**src/rtl/io_port_unit.sv**
```systemverilog
// io_port_unit: memory-mapped I/O beside the cpu: DATA/STATUS window, TX FIFO to a valid/ready port, sampled input port.
// Define IO_PORT_UNIT_SYNC_EN to put a two-flop synchroniser on i_w_port_in; otherwise it is sampled by a single register.
module io_port_unit #(
   parameter int p_data_width = 16,
   parameter int p_address_width = 10,
   parameter int p_port_width = 8,
   parameter int p_fifo_depth = 4,
   parameter logic [p_address_width-1:0] p_base_address = 10'h3F0
) (
   input  logic                       i_w_clk,
   input  logic                       i_w_reset,
   input  logic [p_address_width-1:0] i_w_address,
   input  logic [p_data_width-1:0]    i_w_data,
   input  logic                       i_w_wr,
   input  logic                       i_w_rd,
   output logic [p_data_width-1:0]    o_w_io_out,
   output logic [p_port_width-1:0]    o_w_port_data,
   output logic                       o_w_port_valid,
   input  logic                       i_w_port_ready,
   input  logic [p_port_width-1:0]    i_w_port_in
);
   localparam int lp_ptr_w = $clog2(p_fifo_depth);
   localparam int lp_cnt_w = lp_ptr_w + 1;
   localparam logic [p_address_width-1:0] lp_stat_address =
      p_base_address + {{(p_address_width-1){1'b0}}, 1'b1};

   logic [p_port_width-1:0] mem_q [p_fifo_depth];
   logic [p_port_width-1:0] mem_d [p_fifo_depth];
   logic [lp_ptr_w-1:0]     rd_ptr_q, rd_ptr_d, wr_ptr_q, wr_ptr_d;
   logic [lp_cnt_w-1:0]     count_q, count_d;
   logic                    overflow_q, overflow_d;
   logic [p_data_width-1:0] io_out_q, io_out_d;
   logic [p_port_width-1:0] port_in_q, port_in_d;
   logic [p_data_width-1:0] status;
   logic                    sel_data, sel_stat, full, empty, pop, push_req, push;

   always_comb begin
      sel_data = i_w_address == p_base_address;
      sel_stat = i_w_address == lp_stat_address;
      full     = count_q == lp_cnt_w'(p_fifo_depth);
      empty    = count_q == '0;
      pop      = !empty && i_w_port_ready;
      push_req = i_w_wr && sel_data;
      push     = push_req && (!full || pop);
      status   = {{(p_data_width-8-lp_cnt_w){1'b0}}, count_q, 5'b0, overflow_q, empty, full};
      mem_d    = mem_q;
      if (push) mem_d[wr_ptr_q] = i_w_data[p_port_width-1:0];
      wr_ptr_d = push ? wr_ptr_q + 1'b1 : wr_ptr_q;
      rd_ptr_d = pop ? rd_ptr_q + 1'b1 : rd_ptr_q;
      count_d  = count_q + lp_cnt_w'(push) - lp_cnt_w'(pop);
      // a fresh overflow wins over the clear-on-read of STATUS
      overflow_d = (push_req && full && !pop) || (overflow_q && !(i_w_rd && sel_stat));
      io_out_d = !i_w_rd ? io_out_q :
                 sel_data ? {{(p_data_width-p_port_width){1'b0}}, port_in_q} :
                 sel_stat ? status : '0;
   end

`ifdef IO_PORT_UNIT_SYNC_EN
   logic [p_port_width-1:0] meta_q;
   always_ff @(posedge i_w_clk or posedge i_w_reset)
      if (i_w_reset) meta_q <= '0;
      else meta_q <= i_w_port_in;
   assign port_in_d = meta_q;
`else
   assign port_in_d = i_w_port_in;
`endif

   always_ff @(posedge i_w_clk or posedge i_w_reset) begin
      if (i_w_reset) begin
         rd_ptr_q   <= '0;
         wr_ptr_q   <= '0;
         count_q    <= '0;
         overflow_q <= 1'b0;
         io_out_q   <= '0;
         port_in_q  <= '0;
      end else begin
         rd_ptr_q   <= rd_ptr_d;
         wr_ptr_q   <= wr_ptr_d;
         count_q    <= count_d;
         overflow_q <= overflow_d;
         io_out_q   <= io_out_d;
         port_in_q  <= port_in_d;
      end
   end

   // storage needs no reset: it is only observed while count is non-zero
   always_ff @(posedge i_w_clk) mem_q <= mem_d;

   assign o_w_io_out     = io_out_q;
   assign o_w_port_valid = !empty;
   assign o_w_port_data  = empty ? '0 : mem_q[rd_ptr_q];
endmodule
```
**config.mk**
```make
export PLATFORM = sky130hd
export DESIGN_NAME = io_port_unit
export DESIGN_NICKNAME = d
export VERILOG_FILES = /design/src/rtl/io_port_unit.sv
export SDC_FILE = /design/constraint.sdc
export NUM_CORES = 1
export LEC_CHECK = 0
export CAP_MARGIN = 0
export CORE_ASPECT_RATIO = 1.2
export CORE_MARGIN = 4
export CORE_UTILIZATION = 49
export DETAILED_ROUTE_END_ITERATION = 6
export GPL_ROUTABILITY_DRIVEN = 0
export PLACE_DENSITY = 0.81
export SLEW_MARGIN = 40
export SYNTH_ARGS = -nofsm -noshare
export SYNTH_HDL_FRONTEND = slang
export SYNTH_SLANG_ARGS = --single-unit
```
**constraint.sdc**
```tcl
create_clock -name i_w_clk -period 6.6 [get_ports i_w_clk]
set_clock_uncertainty 0.2 [all_clocks]
set_input_delay 1.32 -clock i_w_clk [delete_from_list [all_inputs] [get_ports i_w_clk]]
set_output_delay 1.32 -clock i_w_clk [all_outputs]
set_load 0.02 [all_outputs]
```
==> results of run 1 <==
==> cell usage after synthesis <==
library cell and n:
nor3_1 1, o22ai_1 1, a221o_1 3, buf_6 1, nor4bb_1 1, nor2b_1 3
ha_1 6, nor3b_1 2, a22o_1 7, and4_1 3, and2_1 10, nor2_1 1
edfxtp_1 32, xor2_1 1, mux2_4 1, a22o_2 1, and2_2 3, buf_4 5
dfrtp_1 27, nand3_1 2, xnor2_1 4, conb_1 1, fa_1 1, mux4_2 8
or4b_1 1, buf_2 1, and3b_1 1, and3_1 1, inv_1 10, clkbuf_1 4
==> area by class of cell <==
class	count	area share
clock buffer	13	0.0454
sequential	59	0.535
tap	58	0.0237
multi-input combinational	67	0.215
clock inverter	3	0.00531
inverter	10	0.0123
timing repair buffer	50	0.163
==> cell usage in the layout, fill, tap and decap left out, types with 2 or more instances in the layout <==
master	netlist	routed
a221o_1	3	3
ha_1	6	6
mux4_2	8	8
clkbuf_8	0	9
clkdlybuf4s50_1	0	50
nor2b_1	3	3
inv_1	10	9
conb_1	1	5
xnor2_1	4	4
and4_1	3	3
edfxtp_1	32	32
and2_2	3	3
a22o_1	7	7
dfrtp_1	27	27
and2_1	10	10
nand3_1	2	2
clkbuf_1	4	4
nor3b_1	2	2
==> flip-flops by register name (all words and copies together), names as in the netlist <==
register    cells
wr_ptr_q        2
o_w_io_out     11
port_in_q       8
rd_ptr_q        2
overflow_q      1
count_q         3
mem_q          32
==> worst register-to-register path: stages (launching register included) <==
cell and delay [ns]:
dfrtp_1 0.43, or4b_1 0.57, and4_1 0.32, inv_1 0.09, ha_1 0.12, inv_1 0.04
ha_1 0.18, fa_1 0.38, xnor2_1 0.18, xnor2_1 0.14
==> power by group <==
| group | internal [µW] | switching, µW |
|---|---|---|
| logic | 156 | 112 |
| registers | 409 | 45.0 |
| clock network | 135 | 128 |
| total | 700 | 285 |
==> cells by family (layout without fill, tap and decap cells) <==
logic type / count (synthesis) / count (layout) / share of synthesized area
DFF: 59 / 59 / 0.686
and+or+nand+nor: 29 / 29 / 0.0833
buffers and inverters: 21 / 76 / 0.0445
AOI/OAI and AO/OA: 12 / 12 / 0.0451
muxes: 9 / 9 / 0.0818
adders and majority gates: 7 / 7 / 0.0398
xor gates and xnor gates: 5 / 5 / 0.0183
other: 1 / 5 / 0.00157
==> metrics by stage <==
step                      hold slack [ns]  setup slack [ns]  cell area (µm²)
after floorplan                     0.239              3.09             2400
after global placement              0.242              2.47             2910
after detailed placement            0.249              2.39             2910
after CTS                           0.263              2.69             3060
after global routing                0.292              2.51             3060
final                               0.255              2.74             3060
==> final timing paths <==
check	cells after the start	slack [ns]	to
hold reg to reg	1	0.25	o_w_io_out[6]
min in group asynchronous	2	1.15	o_w_io_out[7]
setup / recovery	10	2.74	count_q[2]
max in group asynchronous	2	4.68	count_q[0]
hold / removal	1	0.25	o_w_io_out[6]
setup reg to reg	9	3.89	count_q[2]
==> layer usage <==
| layer | up-vias | track usage | wire [µm] |
|---|---|---|---|
| met3 | 8 | 0.0850 | 406 |
| met1 | 693 | 0.171 | 1680 |
| met5 | - | 0 | 0 |
| met4 | 0 | 0.0581 | 76 |
| li1 | 622 | - | - |
| met2 | 72 | 0.258 | 2190 |
==> qor.txt, run 1 <==
status - finished, final reports clean
critical path's slowest cell - clkdlybuf4s50_1
fin util - 0.657
drt wl/cell - 16.7 µm
period utilization - 0.584
vias per cell - 5.37
Crit Path Class - primary input to flip-flop
CTS Buf Count - 9
CP Capture Type - flip-flop
MaxCap Viol Count - 0
Setup Buffers After CTS - 0
minimum clock period - 3.86 ns
worst min path class - flip-flop to flip-flop
Syn. warnings - 0
library cells used by synthesis - 30
Post-CTS Resized - 0
initial antenna violation count - 0
largest net degree at the start of global routing - 28
worst-margin pin slew - 0.599 ns
critical path data arrival time - 3.90 ns
number of port buffers - 50
NumNets Final - 243
Clock Latency Late Sink - 0.33 ns
Clock Pin Slew Worst Setup and Hold Paths - 0.06 ns
I/O Pins - 64
Slew Viols, Final - 0
vias after detailed routing - 1,395
#FFs+latches synth - 59
min-delay src - port_in_q[6]
Avg Cell Area, Syn - 16.7 µm²
CP max FO - 7
Die Width - 71.7 µm
drt pass-1 iters - 4
Max stage delay on crit path - 0.44 ns
number of core rows - 27
Cell Chain, Critical Path - clkdlybuf4s50_1, nor4bb_1, and4_1, inv_1, ha_1, inv_1, ha_1, fa_1, xnor2_1, xnor2_1
startpoint types - primary input
FF-to-FF Start - count_q[0]
Synth top area share - 0.403
CTS root buffer - clkbuf_8
initial DRC count - 83
fraction of layout cells with a size suffix above 1 - 0.124
global-route wire length before repair - 7130 µm
GR Overflow Total - 0
Tot Pwr - 985 µW
CTS tree - built
# fillers - 326
TritonCTS Sinks - 59
largest area contributor in the netlist - edfxtp_1
Syn Std Cell Area - 2390 µm²
die area - 6060 µm²
post-DP HPWL - 3050 µm
Power per Cell Area - 322 nW/µm²
Clock Tree Buf Depth - 2
Starting Density - 0.512
setup TNS - 0 ns
hold buffer count at CTS - 0
fmax - 0.259 GHz
footprint of the multi-input gates - 659 µm²
Total GRT Usage - 0.157
Inserted Diodes - 0
H-tree depth - 3
Pleak - 0.00119 µW
P&R area growth vs syn - 28.2%
Slew headroom - 0.601
Post-route DRC - 0
Setup-failing EPs final - 0
RSZ-0062 raised after global routing - false
Detail Route Antenna Nets - 0
Fin. Hold Viols - 0
DP Cell Count - 244
Worst Path Required - 6.65 ns
sequential area share after synthesis - 0.686
final WL - 4350 µm
largest cells by area after synthesis - edfxtp_1 40%, dfrtp_1 28%, mux4_2 7.5%
CP bufs+invs - 3
core area - 4660 µm²
cell family with most CP delay - simple AND/OR/NAND/NOR gates
Die Y - 84.5 µm
worst vdd ir - 179 µV
vias in the first global route - 1,551
Critical path origin - i_w_address[4]
non-filler cells, final - 260
area occupied by registers - 1640 µm²
synthesized netlist cell count - 143
(Power assumes the default switching activity.)
==> run 2: changes to the inputs <==
CORE_UTILIZATION = 48   (was 49)
PLACE_DENSITY = 0.79   (was 0.81)
clock period = 4 ns   (was 6.6 ns; I/O delays follow)
==> run 2 against run 1 <==
Effect of this change:
- global-route usage is 1.2 points lower
- register-to-register slack got worse by 2.6 ns
- worst hold slack improved by 0.019 ns
- sequential power up 65%
- total power grew 73%
- final cell count is the same
- non-clock buffer count did not move
- sequential share of layout area down 0.56 points
- critical path type unchanged
- die area rose by 1.9%
- routed wire length down 4.5%
- via count down 5.2%
- first-iteration DRC count decreased by 17%
==> qor.txt, run 2 (same netlist as run 1, synthesis figures left out) <==
Clock Latency Late Sink - 0.32 ns (about the same)
fmax - 0.298 GHz
Crit Path Class - primary input to flip-flop
startpoint types - primary input
Post-route DRC - 0 (unchanged)
die area - 6170 µm² (+1.9%)
minimum clock period - 3.35 ns
fin util - 0.659 (+0.00220)
cell family with most CP delay - simple AND/OR/NAND/NOR gates
vias after detailed routing - 1,323 (-5.2%)
Final WS setup - 0.646 ns (-2.10 ns)
Cell Chain, Critical Path - clkdlybuf4s50_1, nor4bb_1, and4_1, inv_1, ha_1, inv_1, ha_1, fa_1, xnor2_1, xnor2_1
drt wl/cell - 16.0 µm (-4.5%)
status - finished, final reports clean
Setup Buffers After CTS - 0 (unchanged)
Pleak - 0.00121 µW (+1.6%)
initial DRC count - 69 (-17%)
drt pass-1 iters - 4 (unchanged)
vias in the first global route - 1,459 (-5.9%)
CTS tree - built
Top reg by flops - mem_q
Power per Cell Area - 550 nW/µm² (+71%)
worst-margin pin slew - 0.574 ns (-0.0248 ns)
TritonCTS Sinks - 59 (unchanged)
Post-CTS Resized - 0 (unchanged)
critical path data arrival time - 3.39 ns (-0.51 ns)
final WL - 4150 µm (-4.5%)
post-DP HPWL - 2950 µm (-3.1%)
Die Width - 72.4 µm (+0.92%)
CP max FO - 7 (unchanged)
Clock Pin Slew Worst Setup and Hold Paths - 0.06 ns (about the same)
worst vdd ir - 320 µV (+79%)
global-route wire length before repair - 6640 µm (-6.8%)
initial antenna violation count - 0 (unchanged)
GR Overflow Total - 0 (unchanged)
Setup-failing EPs final - 0 (unchanged)
Worst Path Required - 4.04 ns (-2.61 ns)
CTS Buf Count - 9 (unchanged)
critical path's slowest cell - clkdlybuf4s50_1
setup TNS - 0 ns (unchanged)
CP Capture Type - flip-flop
Inserted Diodes - 0 (unchanged)
Fin. Hold Viols - 0 (unchanged)
most common cell after layout, fill and taps aside - clkdlybuf4s50_1
fraction of layout cells with a size suffix above 1 - 0.129 (+0.00495)
Detail Route Antenna Nets - 0 (unchanged)
number of port buffers - 50 (unchanged)
Slew Viols, Final - 0 (unchanged)
H-tree depth - 3 (unchanged)
I/O Pins - 64 (unchanged)
Slew headroom - 0.617 (+0.0165)
RSZ-0062 raised after global routing - false
MaxCap Viol Count - 0 (unchanged)
P&R area growth vs syn - 29.6%
CP bufs+invs - 3 (unchanged)
Max stage delay on crit path - 0.45 ns (about the same)
largest net degree at the start of global routing - 28 (unchanged)
most frequent cells in the layout - 50 x clkdlybuf4s50_1, 32 x edfxtp_1, 27 x dfrtp_1
NumNets Final - 243 (unchanged)
Total GRT Usage - 0.145 (-0.0123)
period utilization - 0.839
setup slack at placement - 0.275 ns (-2.11 ns)
vias per cell - 5.09 (-5.2%)
worst min path class - flip-flop to flip-flop
core area - 4700 µm² (+0.72%)
Starting Density - 0.508 (-0.00368)
hold buffer count at CTS - 0 (unchanged)
CTS root buffer - clkbuf_8
Clock Tree Buf Depth - 2 (unchanged)
Die Y - 85.3 µm (+0.94%)
max reg flops - 32 (unchanged)
number of core rows - 27 (unchanged)
## run 2: cell types whose count changed in the layout (fill, tap and decap cells not counted), sizes merged
cell      before  now
bufinv         0    1
clkinv         2    1
clkbuf        13   14
clkinvlp       1    0
## run 2: metrics by stage
step	total power, µW	area [µm²]	hold slack, ns	instances
after CTS	1730	3090	0.276	260
after global routing	1790	3090	0.283	260
after global placement	1190	2910	0.245	244
after floorplan	1020	2400	0.239	147
after detailed placement	1210	2910	0.264	244
final	1700	3090	0.274	260
## run 2: path summary, 6_finish.rpt
| check | startpoint | to | slack (ns) | cells past startpoint |
|---|---|---|---|---|
| max | i_w_address[4] | count_q[2] | 0.65 | 10 |
| min | port_in_q[5] | o_w_io_out[5] | 0.27 | 1 |
| max reg2reg | count_q[0] | count_q[2] | 1.27 | 9 |
| min reg2reg | port_in_q[5] | o_w_io_out[5] | 0.27 | 1 |
| max in group asynchronous | i_w_reset | wr_ptr_q[1] | 2.60 | 2 |
| min in group asynchronous | i_w_reset | o_w_io_out[6] | 0.64 | 2 |
## run 2: routing by layer
layer  track usage  routed length (µm)  up-vias
li1              -                   -      619
met1         0.163                1670      640
met2         0.245                2070       56
met3        0.0592                 341        8
met4        0.0554                  73        0
met5             0                   0        -
## run 2: power breakdown
part           switching [µW]  total (µW)  internal (µW)  leakage, µW
Combinational             186         443            257     0.000492
Sequential               72.7         748            675     0.000624
Clock                     207         511            305    0.0000947
## run 2: final cells by class
type	count	area, µm²
fill	313	1600
inverter	10	37.5
sequential	59	1640
timing repair buffer	50	500
multi-input combinational	67	659
tap	58	72.6
clock buffer	14	153
clock inverter	2	35.0
==> run 3: changes to the inputs <==
CORE_UTILIZATION = 43   (was 48)
PLACE_DENSITY = 0.75   (was 0.79)
clock period = 2.9 ns   (was 4 ns; I/O delays follow)
==> run 3 against run 2 <==
Effect of this change:
- non-clock buffer count grew 11
- register-to-register slack lost 0.96 ns
- largest power group unchanged
- count of clock-buffer cells in the layout shrank 4
- highest routed layer unchanged
- sequential power grew 33%
==> qor.txt, run 3 (same netlist as run 1, synthesis figures left out) <==
Die Y - 89.6 µm (+5.1%)
critical path's slowest cell - clkdlybuf4s50_1
Fin. Hold Viols - 0 (unchanged)
CTS tree - built
# fillers - 390 (+25%)
min-delay src - port_in_q[3]
number of core rows - 29 (+7.4%)
minimum clock period - 2.81 ns
Reg2Reg Setup Slack - 0.31 ns (-0.96 ns)
worst min path class - flip-flop to flip-flop
Top Metal Used - met4
Max stage delay on crit path - 0.53 ns (+0.08 ns)
CP Capture Type - output port
H-tree depth - 3 (unchanged)
reg-to-reg critical path endpoint - count_q[2]
vias after detailed routing - 1,394 (+5.4%)
footprint of the multi-input gates - 666 µm² (+0.95%)
most frequent cells in the layout - 44 x clkdlybuf4s50_1, 32 x edfxtp_1, 27 x dfrtp_1
Clock Latency Late Sink - 0.33 ns (about the same)
Clock Pin Slew Worst Setup and Hold Paths - 0.07 ns (about the same)
initial antenna violation count - 0 (unchanged)
most common cell after layout, fill and taps aside - clkdlybuf4s50_1
Die Width - 76.0 µm (+5.0%)
CP bufs+invs - 2 (-1)
Cell Chain, Critical Path - buf_4, mux4_2, and2_1, clkdlybuf4s50_1
setup TNS - 0 ns (unchanged)
Pleak - 0.00133 µW (+10%)
Power per Cell Area - 750 nW/µm² (+36%)
Setup Buffers After CTS - 0 (unchanged)
WHS - 0.278 ns (+0.00459 ns)
Starting Density - 0.448 (-0.0608)
NumNets Final - 254 (+4.5%)
P&R area growth vs syn - 34.7%
number of port buffers - 50 (unchanged)
fmax - 0.356 GHz
core area - 5330 µm² (+14%)
Routed met3 length - 362 µm (+6.2%)
Top reg by flops - mem_q
initial DRC count - 71 (+2.9%)
CTS Buf Count - 9 (unchanged)
period utilization - 0.969
TritonCTS Sinks - 59 (unchanged)
Post-CTS Resized - 0 (unchanged)
GR Overflow Total - 0 (unchanged)
CTS root buffer - clkbuf_8
fraction of layout cells with a size suffix above 1 - 0.192 (+0.0638)
MaxCap Viol Count - 0 (unchanged)
CP max FO - 5 (-2)
FF-to-FF Start - count_q[0]
Crit Path Class - flip-flop to output port
Post-route DRC - 0 (unchanged)
met2 WL - 2230 µm (+7.8%)
area occupied by registers - 1640 µm² (unchanged)
startpoint types - flip-flop
vias in the first global route - 1,527 (+4.7%)
hold depth - 1 (unchanged)
critical path data arrival time - 2.03 ns (-1.36 ns)
Detail Route Antenna Nets - 0 (unchanged)
drt pass-1 iters - 4 (unchanged)
R2R depth - 9 (unchanged)
drt wl/cell - 16.2 µm (+1.3%)
Inserted Diodes - 0 (unchanged)
Total GRT Usage - 0.141 (-0.00412)
DP Cell Count - 259 (+6.1%)
largest net degree at the start of global routing - 28 (unchanged)
status - finished, final reports clean
fin util - 0.603 (-0.0558)
wire length on met1 - 1800 µm (+8.2%)
Setup-failing EPs final - 0 (unchanged)
non-filler cells, final - 275 (+5.8%)
final WL - 4450 µm (+7.2%)
Clock Tree Buf Depth - 2 (unchanged)
die area - 6810 µm² (+10%)
vias per cell - 5.07 (-0.38%)
global-route wire length before repair - 7410 µm (+12%)
post-DP HPWL - 3200 µm (+8.6%)
max reg flops - 32 (unchanged)
cell family with most CP delay - buffers and inverters
Worst Path Required - 2.12 ns (-1.92 ns)
Slew Viols, Final - 0 (unchanged)
I/O Pins - 64 (unchanged)
hold buffer count at CTS - 0 (unchanged)
worst hold path endpoint - o_w_io_out[3]
worst vdd ir - 433 µV (+35%)
[run 3: cell count changes in the layout (fill, tap and decap cells not counted), sizes merged]
cell | previous run | this run
clkinv | 1 | 2
clkdlybuf4s50 | 50 | 44
inv | 10 | 11
dlymetal6s2s | 0 | 6
buf | 0 | 11
clkinvlp | 0 | 2
clkbuf | 14 | 10
[run 3: how the worst max path moves through the flow]
stage / startpoint / end / depth (start not counted)
after global routing: i_w_address[3] / count_q[2] / 11
after global placement: i_w_address[4] / count_q[2] / 11
after floorplan: i_w_address[3] / count_q[2] / 10
final: rd_ptr_q[0] / o_w_port_data[2] / 4
after detailed placement: i_w_address[4] / count_q[2] / 11
after CTS: rd_ptr_q[0] / o_w_port_data[0] / 4
[run 3: layout make-up]
type | count | share of cell area
repair buffers | 61 | 0.186
flip-flops and latches | 59 | 0.509
clock buffers | 10 | 0.0428
well taps | 62 | 0.0241
multi-input cells | 67 | 0.207
clock inverters | 6 | 0.0198
inverters | 10 | 0.0117
[run 3: per-layer routing]
metal / vias up / track usage
met5: - / 0
met4: 0 / 0.0534
met3: 6 / 0.0569
met2: 60 / 0.248
met1: 687 / 0.154
li1: 641 / -
[run 3: worst register-to-register path, stage by stage, from the launching register on]
cell and delay (ns):
dfrtp_1 0.42, or4b_1 0.57, and4_1 0.24, inv_1 0.06, ha_1 0.11, inv_1 0.04, ha_1 0.19, fa_1 0.37
xnor2_1 0.18, xnor2_1 0.14
[run 3: power breakdown]
part | internal (µW) | switching, µW
clock network | 420 | 325
registers | 931 | 66.1
logic | 375 | 296
[run 3: stage by stage]
stage	total power (µW)	setup slack, ns	instance area (µm²)
floorplan	1410	0.133	2400
global placement	1680	-0.239	2990
detailed placement	1710	-0.262	2990
CTS	2450	0.0426	3200
global route	2540	-0.000414	3220
finish	2410	0.0898	3220
